`src/rtl/mem_access_unit_pkg.sv`:
```
// Shared encodings and bus sizes for the data-RAM access unit and its helpers.
package mem_access_unit_pkg;

  localparam logic [1:0] SIZE_B = 2'd0;
  localparam logic [1:0] SIZE_H = 2'd1;
  localparam logic [1:0] SIZE_W = 2'd2;
  localparam logic [1:0] SIZE_D = 2'd3;

  typedef enum logic [1:0] {
    ST_IDLE  = 2'd0,
    ST_READ  = 2'd1,
    ST_WRITE = 2'd2,
    ST_RESP  = 2'd3
  } state_e;

  localparam int RAM_ADDR_BUS = 16;
  localparam int RAM_DATA_BUS = 64;
  localparam logic [RAM_DATA_BUS-1:0] RAM_DATA_ZERO = '0;

  function automatic logic [3:0] size_bytes(input logic [1:0] size);
    return 4'd1 << size;
  endfunction

endpackage

```
`src/rtl/lane_merge_extract.sv`:
```
// Combinational lane logic: merges store data into a doubleword line and
// extracts/extends a load value from it.
module lane_merge_extract
  import mem_access_unit_pkg::*;
(
  input  logic [RAM_DATA_BUS-1:0] line,
  input  logic [2:0]              lane,
  input  logic [1:0]              size,
  input  logic [RAM_DATA_BUS-1:0] wdata,
  input  logic                    zext,
  output logic [RAM_DATA_BUS-1:0] merged,
  output logic [RAM_DATA_BUS-1:0] load_val
);

  logic [RAM_DATA_BUS-1:0] line_shift;
  logic [RAM_DATA_BUS-1:0] wdata_shift;
  logic [4:0]              lane_end;

  assign line_shift  = line >> {lane, 3'b000};
  assign wdata_shift = wdata << {lane, 3'b000};
  assign lane_end    = {2'b00, lane} + {1'b0, size_bytes(size)};

  // A byte takes store data when it lies inside [lane, lane + access size).
  generate
    for (genvar gi = 0; gi < RAM_DATA_BUS / 8; gi++) begin : g_byte
      logic byte_en;
      assign byte_en = (5'(gi) >= {2'b00, lane}) && (5'(gi) < lane_end);
      assign merged[gi*8 +: 8] = byte_en ? wdata_shift[gi*8 +: 8] : line[gi*8 +: 8];
    end
  endgenerate

  always_comb begin
    load_val = RAM_DATA_ZERO;
    case (size)
      SIZE_B: load_val = zext ? {56'b0, line_shift[7:0]}
                              : {{56{line_shift[7]}}, line_shift[7:0]};
      SIZE_H: load_val = zext ? {48'b0, line_shift[15:0]}
                              : {{48{line_shift[15]}}, line_shift[15:0]};
      SIZE_W: load_val = zext ? {32'b0, line_shift[31:0]}
                              : {{32{line_shift[31]}}, line_shift[31:0]};
      SIZE_D: load_val = line_shift;
    endcase
  end

endmodule

```
`src/rtl/mem_access_unit.sv`:
```
// Load/store initiator for a doubleword data RAM: one request at a time,
// read-modify-write for sub-word stores, extended load data on the response.
module mem_access_unit
  import mem_access_unit_pkg::*;
#(
  parameter int              ADDR_W     = 64,
  parameter int              RAM_ADDR_W = RAM_ADDR_BUS,
  parameter logic [ADDR_W-1:0] BASE_ADDR  = 64'h8000_0000
) (
  input  logic                    clk,
  input  logic                    rst,
  input  logic                    req_valid_i,
  output logic                    req_ready_o,
  input  logic [ADDR_W-1:0]       req_addr_i,
  input  logic [RAM_DATA_BUS-1:0] req_wdata_i,
  input  logic [1:0]              req_size_i,
  input  logic                    req_store_i,
  input  logic                    req_unsigned_i,
  output logic                    resp_valid_o,
  input  logic                    resp_ready_i,
  output logic [RAM_DATA_BUS-1:0] resp_rdata_o,
  output logic                    resp_err_o,
  output logic [RAM_ADDR_W-1:0]   ram_raddr_o,
  input  logic [RAM_DATA_BUS-1:0] ram_rdata_i,
  output logic [RAM_ADDR_W-1:0]   ram_waddr_o,
  output logic [RAM_DATA_BUS-1:0] ram_wdata_o,
  output logic                    ram_we_o
);

  state_e                  state_reg;
  logic [RAM_ADDR_W-1:0]   line_reg;
  logic [2:0]              lane_reg;
  logic [1:0]              size_reg;
  logic                    store_reg;
  logic                    zext_reg;
  logic                    err_reg;
  logic [RAM_DATA_BUS-1:0] wdata_reg;
  logic [RAM_DATA_BUS-1:0] data_reg;

  logic [ADDR_W-1:0]       offset_next;
  logic                    oor_next;
  logic                    misalign_next;
  logic [RAM_DATA_BUS-1:0] merged;
  logic [RAM_DATA_BUS-1:0] load_val;

  // Addresses below BASE_ADDR wrap to huge offsets and fail the range check.
  assign offset_next = req_addr_i - BASE_ADDR;
  assign oor_next    = |offset_next[ADDR_W-1:RAM_ADDR_W+3];

  always_comb begin
    misalign_next = 1'b0;
    case (req_size_i)
      SIZE_H:  misalign_next = offset_next[0];
      SIZE_W:  misalign_next = |offset_next[1:0];
      SIZE_D:  misalign_next = |offset_next[2:0];
      default: misalign_next = 1'b0;
    endcase
  end

  lane_merge_extract u_lane (
    .line     (ram_rdata_i),
    .lane     (lane_reg),
    .size     (size_reg),
    .wdata    (wdata_reg),
    .zext     (zext_reg),
    .merged   (merged),
    .load_val (load_val)
  );

  // data_reg holds the merged line in WRITE and the response data in RESP.
  always_ff @(posedge clk) begin
    if (rst) begin
      state_reg <= ST_IDLE;
      line_reg  <= '0;
      lane_reg  <= '0;
      size_reg  <= '0;
      store_reg <= 1'b0;
      zext_reg  <= 1'b0;
      err_reg   <= 1'b0;
      wdata_reg <= RAM_DATA_ZERO;
      data_reg  <= RAM_DATA_ZERO;
    end else begin
      case (state_reg)
        ST_IDLE: begin
          if (req_valid_i) begin
            line_reg  <= offset_next[RAM_ADDR_W+2:3];
            lane_reg  <= offset_next[2:0];
            size_reg  <= req_size_i;
            store_reg <= req_store_i;
            zext_reg  <= req_unsigned_i;
            wdata_reg <= req_wdata_i;
            data_reg  <= RAM_DATA_ZERO;
            err_reg   <= oor_next | misalign_next;
            state_reg <= (oor_next | misalign_next) ? ST_RESP : ST_READ;
          end
        end
        ST_READ: begin
          if (store_reg) begin
            data_reg  <= merged;
            state_reg <= ST_WRITE;
          end else begin
            data_reg  <= load_val;
            state_reg <= ST_RESP;
          end
        end
        ST_WRITE: begin
          data_reg  <= RAM_DATA_ZERO;
          state_reg <= ST_RESP;
        end
        ST_RESP: begin
          if (resp_ready_i) begin
            err_reg   <= 1'b0;
            data_reg  <= RAM_DATA_ZERO;
            state_reg <= ST_IDLE;
          end
        end
      endcase
    end
  end

  // Outputs are gated by rst so an in-flight write is squashed immediately.
  assign req_ready_o  = !rst && (state_reg == ST_IDLE);
  assign resp_valid_o = !rst && (state_reg == ST_RESP);
  assign resp_rdata_o = resp_valid_o ? data_reg : RAM_DATA_ZERO;
  assign resp_err_o   = resp_valid_o && err_reg;
  assign ram_raddr_o  = (!rst && state_reg == ST_READ) ? line_reg : '0;
  assign ram_we_o     = !rst && (state_reg == ST_WRITE);
  assign ram_waddr_o  = ram_we_o ? line_reg : '0;
  assign ram_wdata_o  = ram_we_o ? data_reg : RAM_DATA_ZERO;

endmodule

```
`config.mk`:
```
export PLATFORM = sky130hd
export DESIGN_NAME = mem_access_unit
export DESIGN_NICKNAME = d
export VERILOG_FILES = /design/src/rtl/mem_access_unit_pkg.sv /design/src/rtl/lane_merge_extract.sv /design/src/rtl/mem_access_unit.sv
export SDC_FILE = /design/constraint.sdc
export NUM_CORES = 1
export LEC_CHECK = 0
export CAP_MARGIN = 20
export CORE_MARGIN = 1.5
export CORE_UTILIZATION = 44
export CTS_CLUSTER_DIAMETER = 80
export DETAILED_ROUTE_END_ITERATION = 7
export DONT_BUFFER_PORTS = 1
export SETUP_SLACK_MARGIN = 0.02
export SLEW_MARGIN = 20
export SYNTH_ARGS = -nofsm -noshare
export SYNTH_HDL_FRONTEND = slang
export SYNTH_SLANG_ARGS = --single-unit
```
`constraint.sdc`:
```
create_clock -name clk -period 4.6 [get_ports clk]
set_input_delay 0.46 -clock clk [delete_from_list [all_inputs] [get_ports clk]]
set_output_delay 0.46 -clock clk [all_outputs]
set_load 0.05 [all_outputs]
```
==> results.tsv, run 1 <==
metric	value	unit
first-pass GRT wire length	65.3	mm
critical path class	flip-flop to flip-flop	
P_sw	2.58	mW
Synth Register Bits	154	
H-tree Lvls	4	
area of the die	26900	um2
Sink Count	154	
Req. time, crit path	4.91	ns
Root Buffer Master	clkbuf_16	
grt ovf	0	
row cnt	58	
Final period util	86.1	%
r2r setup slk	0.64	ns
sequential fraction of the synthesis area	27.0	%
Detail Route Antenna Nets	0	
wire length per cell	26.0	um
uppermost layer routed	met4	
Pint	3.28	mW
crit path time final	3.96	ns
commonest cells after routing, fill and taps aside	282 x nand2_1, 165 x and2_1, 152 x dfxtp_1	
proportion of power drawn by the clock network	26.9	%
CTS max path bufs	2	
Overall Global Routing Usage	32.9	%
Pleak	4.47	nW
commonest non-fill, non-tap cell in the layout	nand2_1	
area delta synth->final	5.83	%
Post-route DRC	0	
Final Slew Violations	0	
WHS Endpoint	line_reg[13]	
crit path DAT	4.27	ns
Post-CTS Setup Inserts	0	
worst skew pair latency	0.44	ns
Crit Path Max Fanout	19	
Hold Path Class	primary input to flip-flop	
vias in the first global route	9779	
DR vias	11000	
CTS tree	yes	
Rel. slew slack	29.9	%
Setup crit start kind	flip-flop	
max-cap violations	0	
RSZ-0062 raised after global routing	no	
Core Area	25300	um2
Main synth FF type	dfxtp_1	
sequential share of power	31.4	%
final wirelength	45.4	mm
hold path start	rst	
Mapped Cells	1487	
Initial Utilization	45.1	%
CTS buffer count	17	
Yosys cell types	63	
RR Endpoint	data_reg[44]	
DR pass1 iterations	5	
met2 WL	19.8	mm
DP Wirelength	34.2	mm
metal3 WL	4.17	mm
Die H	164	um
IO Count	364	
status	completed	
Comb pwr share	41.7	%
slowest CP cell	or4_1	
maximum vdd drop	0.235	mV
layout cells sized above 1	9.35	%
Placed Cells	1709	
DRT iter0 DRCs	1205	
RD Place Congestion	0.998	
R2R depth	9	
Yosys Warn Count	0	
final setup violation count	0	
Clock Skew	0.0128	ns
Power Density	485	nW/um2
Fin. Hold Viols	0	
final net count	1608	
Final Non-Filler Cells	1744	
largest net degree at the start of global routing	162	
max frequency	253	MHz
syn_nets	1696	
vias per cell	6.31	
Fillers	2595	
number of synthesized flops with an enable pin	0	
Synth Cell Area	11400	um2
share of flip-flops with an asynchronous set or reset	0	%
CP Cell Sequence	or2_2, inv_1, ha_1, fa_1, or4_1, a21oi_4, a22o_1, mux2i_1, o211ai_2	
I/O Buffers	0	
worst-margin pin slew	1.05	ns
initial antenna violation count	1	
Post-CTS Hold Fix Bufs	0	
Sw Share	44.1	%
Die X	164	um
total negative slack	0	ns
clock transition at the registers of the reported paths	0.08	ns
crit end category	flip-flop	
Slowest Stage Delay on Critical Path	0.59	ns
hold path cells	1	
post_cts resized	0	
syn_area_per_cell	7.67	um2
DRT met1 WL	19.2	mm
r2r startpoint	size_reg[0]	
==> worst max-delay path by stage <==
stage | from | to | slack [ns]
2_1_floorplan | size_reg[0] | data_reg[10] | 1.39
3_3_place_gp | size_reg[0] | data_reg[45] | 0.85
3_5_place_dp | size_reg[0] | data_reg[44] | 0.76
4_1_cts | size_reg[0] | data_reg[44] | 0.74
5_1_grt | size_reg[0] | data_reg[40] | 0.54
6_report | size_reg[0] | data_reg[44] | 0.64
==> synth_stat cells (15+ instances only) <==
master,n,share of area (%)
dfxtp_1,154,27
a22oi_1,21,1.4
a221o_1,19,1.7
nor2b_1,15,0.82
o211ai_1,33,2.2
mux4_2,19,3.7
nor2_1,101,3.3
a21o_1,19,1.2
mux2_2,27,2.7
nand2_1,284,9.3
mux2i_1,140,12
and2_1,166,9.1
clkbuf_1,73,2.4
o21ai_1,24,1.1
a21oi_1,149,6.5
a211oi_1,15,0.99
buf_2,28,1.2
o21ai_0,42,1.8
==> metal layers <==
layer / up-vias / global-route usage [%]
li1: 5064 / -
met1: 5202 / 44.4
met2: 630 / 49.2
met3: 107 / 7.55
met4: 0 / 16.3
met5: - / 0
==> critical path: cells and delay by family, from the launching register on <==
| kind | cells | cell delay [ns] |
|---|---|---|
| DFF | 1 | 0.46 |
| buffers and inverters | 1 | 0.19 |
| AOI/OAI and AO/OA | 3 | 1.18 |
| and+or+nand+nor | 2 | 1.00 |
| muxes | 1 | 0.32 |
| adders and majority gates | 2 | 0.68 |
==> cell families (layout without fill, tap and decap cells) <==
group | after synthesis | count (layout) | synth area share (%)
AND/OR/NAND/NOR | 606 | 606 | 24.9
XOR/XNOR | 5 | 5 | 0.384
AO/OA/AOI/OAI | 390 | 390 | 22.6
buffers and inverters | 137 | 62 | 5.41
adder cells (fa/ha/maj) | 9 | 9 | 1.05
multiplexers | 186 | 186 | 18.7
other | 0 | 2 | 0
flip-flops | 154 | 154 | 27.0
==> cell type report <==
class / instances / area [um2] / share of cell area [%]
Antenna cell: 2 / 5.00 / 0.0414
Clock buffer: 17 / 425 / 3.52
Clock inverter: 15 / 203 / 1.68
Inverter: 11 / 41.3 / 0.342
Multi-Input combinational cell: 1196 / 7740 / 64.1
Sequential cell: 154 / 3090 / 25.6
Tap cell: 330 / 413 / 3.42
Timing Repair Buffer: 19 / 155 / 1.28
==> power by group through the flow <==
stage	registers (mW)	logic, mW	clock network, mW
detailed placement	1.87	2.38	0
global placement	1.85	2.37	0
floorplan	1.71	1.88	0
CTS	1.83	2.39	1.58
global route	1.86	2.62	1.64
finish	1.84	2.44	1.57
==> per-stage QoR <==
stage	area [um2]	worst slack (ns)	hold WS, ns	utilization [%]	total power, mW
after floorplan	11400	1.39	0.432	-	3.60
after global placement	11400	0.850	0.443	45.2	4.22
after detailed placement	11400	0.757	0.442	45.2	4.24
after CTS	12100	0.743	0.0715	47.6	5.80
after global routing	12100	0.542	0.0714	47.7	6.12
final	12100	0.641	0.0966	47.7	5.86
Note: power is estimated with default switching activity, not from simulation.
==> run 2: changes to the inputs <==
CORE_UTILIZATION = 45   (was 44)
SYNTH_HIERARCHICAL = 1   (was not set)
==> run 2 against run 1 <==
Against the previous run: the run now ends with DRC left; design area grew 5.3%; first-iteration DRC count grew 15%; routed wire length grew 7.1%; final cell count grew 4.0%; sequential power grew 4%; utilization grew 0.85 points; synthesized cell count grew 5.6%; non-clock buffer count grew 3; die area grew 3.4%; combinational power grew 33%; critical path depth grew 2; largest power group unchanged.
==> results.tsv, run 2 <==
metric	value	unit	change
commonest non-fill, non-tap cell in the layout	nand2_1		
Synth area leaders	dfxtp_1 26%, mux2_2 15%, nand2_1 10%, a21oi_1 7.9%, mux4_2 6.2%		
largest net degree at the start of global routing	158		-2.5%
final net count	1669		+3.8%
DP Wirelength	34.8	mm	+1.9%
Main synth FF type	dfxtp_1		
Mapped Cells	1570		+5.6%
Synth area leader	dfxtp_1		
Synth Register Bits	154		unchanged
initial antenna violation count	2		+1
area of the multi-input gates	8360	um2	+7.9%
Final Non-Filler Cells	1813		+4.0%
IO Count	364		unchanged
Util after Layout	48.5	%	+0.85 points
Rel. slew slack	24.5	%	-5.4 points
row cnt	59		+1.7%
status	finished with violations		
vias per cell	6.44		+2.0%
proportion of power drawn by the clock network	22.5	%	-4.4 points
layout cells sized above 1	20.7	%	+11 points
RSZ-0062 raised after global routing	no		
R2R depth	11		+2
crit path time final	4.04	ns	+0.0787 ns
max-cap violations	0		unchanged
Power Density	523	nW/um2	+7.9%
critical path class	flip-flop to flip-flop		
Req. time, crit path	4.93	ns	+0.02 ns
Post-synth top cells	331 x nand2_1, 191 x a21oi_1, 160 x mux2_2		
DR pass1 iterations	8		+3
Overall Global Routing Usage	33.7	%	+0.80 points
Placed Cells	1779		+4.1%
syn_nets	1776		+4.7%
worst hold margin	0.0881	ns	-0.00849 ns
CP Cell Sequence	nor2_1, ha_1, ha_1, nor3_1, a31oi_1, o32ai_2, a211oi_2, mux2_2, mux2_2, nand3_1, a21oi_1		
Slowest Stage Delay on Critical Path	0.97	ns	+0.38 ns
number of synthesized flops with an enable pin	0		unchanged
grt ovf	0		unchanged
Post-CTS Setup Inserts	0		unchanged
most frequent cell after synthesis	nand2_1		
slowest CP cell	a211oi_2		
met1 GRT Util	41.4	%	-3.0 points
CTS max path bufs	2		unchanged
RD Place Congestion	1.03		+3.5%
first-pass GRT wire length	70.3	mm	+7.6%
P_sw	3.07	mW	+19%
sequential share of power	28.8	%	-2.6 points
final wirelength	48.6	mm	+7.1%
share of flip-flops with an asynchronous set or reset	0	%	unchanged
Pint	3.58	mW	+9.3%
DRT iter0 DRCs	1389		+15%
Crit Path Max Fanout	12		-7
syn_area_per_cell	7.69	um2	+0.21%
top-area cell type share of the netlist area	25.5	%	-1.5 points
Post-route DRC	64		+64
Fin. Hold Viols	0		unchanged
Die X	167	um	+1.7%
Setup crit start kind	flip-flop		
Yosys cell types	56		-11%
Hold Path Class	primary input to flip-flop		
clock transition at the registers of the reported paths	0.08	ns	about the same
Core Area	26200	um2	+3.5%
number of stages on the worst setup path	11		+2
worst-margin pin slew	1.13	ns	+0.0811 ns
Die H	167	um	+1.7%
DR vias	11700		+6.1%
sequential fraction of the synthesis area	25.5	%	-1.5 points
Final period util	87.8	%	+1.7 points
grt peak-use layer	met2		
crit path DAT	4.37	ns	+0.10 ns
worst path bufs/invs	0		-1
Detail Route Antenna Nets	0		unchanged
commonest cells after routing, fill and taps aside	330 x nand2_1, 191 x a21oi_1, 160 x mux2_2		
Root Buffer Master	clkbuf_16		
final setup violation count	0		unchanged
maximum vdd drop	0.316	mV	+34%
vias in the first global route	10500		+7.6%
worst skew pair latency	0.45	ns	about the same
GR Util met2	54.6	%	+5.5 points
Pleak	4.74	nW	+6.1%
CP top delay family	compound AO/OA/AOI/OAI gates		
met3 usage	9.67	%	+2.1 points
max frequency	248	MHz	-1.9%
I/O Buffers	0		unchanged
area of the die	27800	um2	+3.4%
Synth Cell Area	12100	um2	+5.8%
Post-CTS Hold Fix Bufs	0		unchanged
CTS tree	yes		
CTS buffer count	17		unchanged
total negative slack	0	ns	unchanged
crit end category	flip-flop		
Sink Count	154		unchanged
violated checks	DRC		
post_cts resized	0		unchanged
Initial Utilization	46.1	%	+1.0 points
FF/Latch Area	3090	um2	unchanged
hold path cells	1		unchanged
Final Slew Violations	0		unchanged
wire length per cell	26.8	um	+3.0%
Clock Skew	0.0158	ns	+0.00296 ns
Yosys Warn Count	6		+6
Comb pwr share	48.8	%	+7.1 points
Fillers	2536		-2.3%
Sw Share	46.2	%	+2.1 points
H-tree Lvls	4		unchanged
area delta synth->final	5.35	%	
==> run 2: cell types whose count changed in the layout (fill, tap and decap cells not counted), moves of 26 or more <==
cell / change
mux2_2: +133
and2_1: -85
and3_1: +82
mux2i_1: -75
nand3_1: +59
nor2_1: -54
nand2_1: +48
a21oi_1: +43
o211ai_1: -29
nand2_2: +26
==> run 2: final cells by class <==
class	count	share of cell area, %
diodes	2	0.0393
clock buffers	17	3.34
clock inverters	15	1.54
inverters	12	0.354
multi-input cells	1256	65.7
flip-flops and latches	154	24.3
well taps	335	3.30
repair buffers	22	1.43
==> run 2: final timing paths <==
| kind | slack (ns) | startpoint | end |
|---|---|---|---|
| worst min-delay path | 0.09 | rst | data_reg[15] |
| worst min register to register | 0.46 | data_reg[15] | data_reg[15] |
| worst max register to register | 0.56 | size_reg[1] | data_reg[51] |
| worst max-delay path | 0.56 | size_reg[1] | data_reg[51] |
==> run 2: power groups by stage <==
stage                     clock, mW  combinational, mW  sequential, mW
after floorplan                   0               2.51            1.73
after detailed placement          0               3.16            1.93
after CTS                      1.51               3.17            1.90
after global routing           1.57               3.44            1.94
after global placement            0               3.14            1.93
final                          1.50               3.24            1.91
==> run 2: logic make-up (layout without fill, tap and decap cells) <==
family,count (synthesis),count (layout),synth area share (%)
adders and majority gates,6,6,0.622
buffers and inverters,160,66,5.65
other,0,2,0
DFF,154,154,25.5
AOI/OAI and AO/OA,311,311,14.5
muxes,259,259,26.7
xor gates and xnor gates,3,3,0.218
and+or+nand+nor,677,677,26.8
==> run 2: per-stage QoR <==
stage | cell area, um2 | power (mW) | setup slack, ns
floorplan | 12100 | 4.24 | 0.951
global placement | 12100 | 5.06 | 0.796
detailed placement | 12100 | 5.09 | 0.700
CTS | 12700 | 6.59 | 0.684
global route | 12700 | 6.95 | 0.366
finish | 12700 | 6.65 | 0.562
==> run 2: routing by layer <==
metal / wire, um / part of all wire [%]
met2: 22100 / 46
met4: 2140 / 4.4
met3: 5180 / 11
met5: 19 / 0.039
met1: 19100 / 39
==> run 2: worst reg2reg max path: stages, from the launching register on <==
cell and delay (ns):
dfxtp_1 0.45, nor2_1 0.45, ha_1 0.41, ha_1 0.35, nor3_1 0.07, a31oi_1 0.19
o32ai_2 0.18, a211oi_2 0.97, mux2_2 0.43, mux2_2 0.26, nand3_1 0.08, a21oi_1 0.09
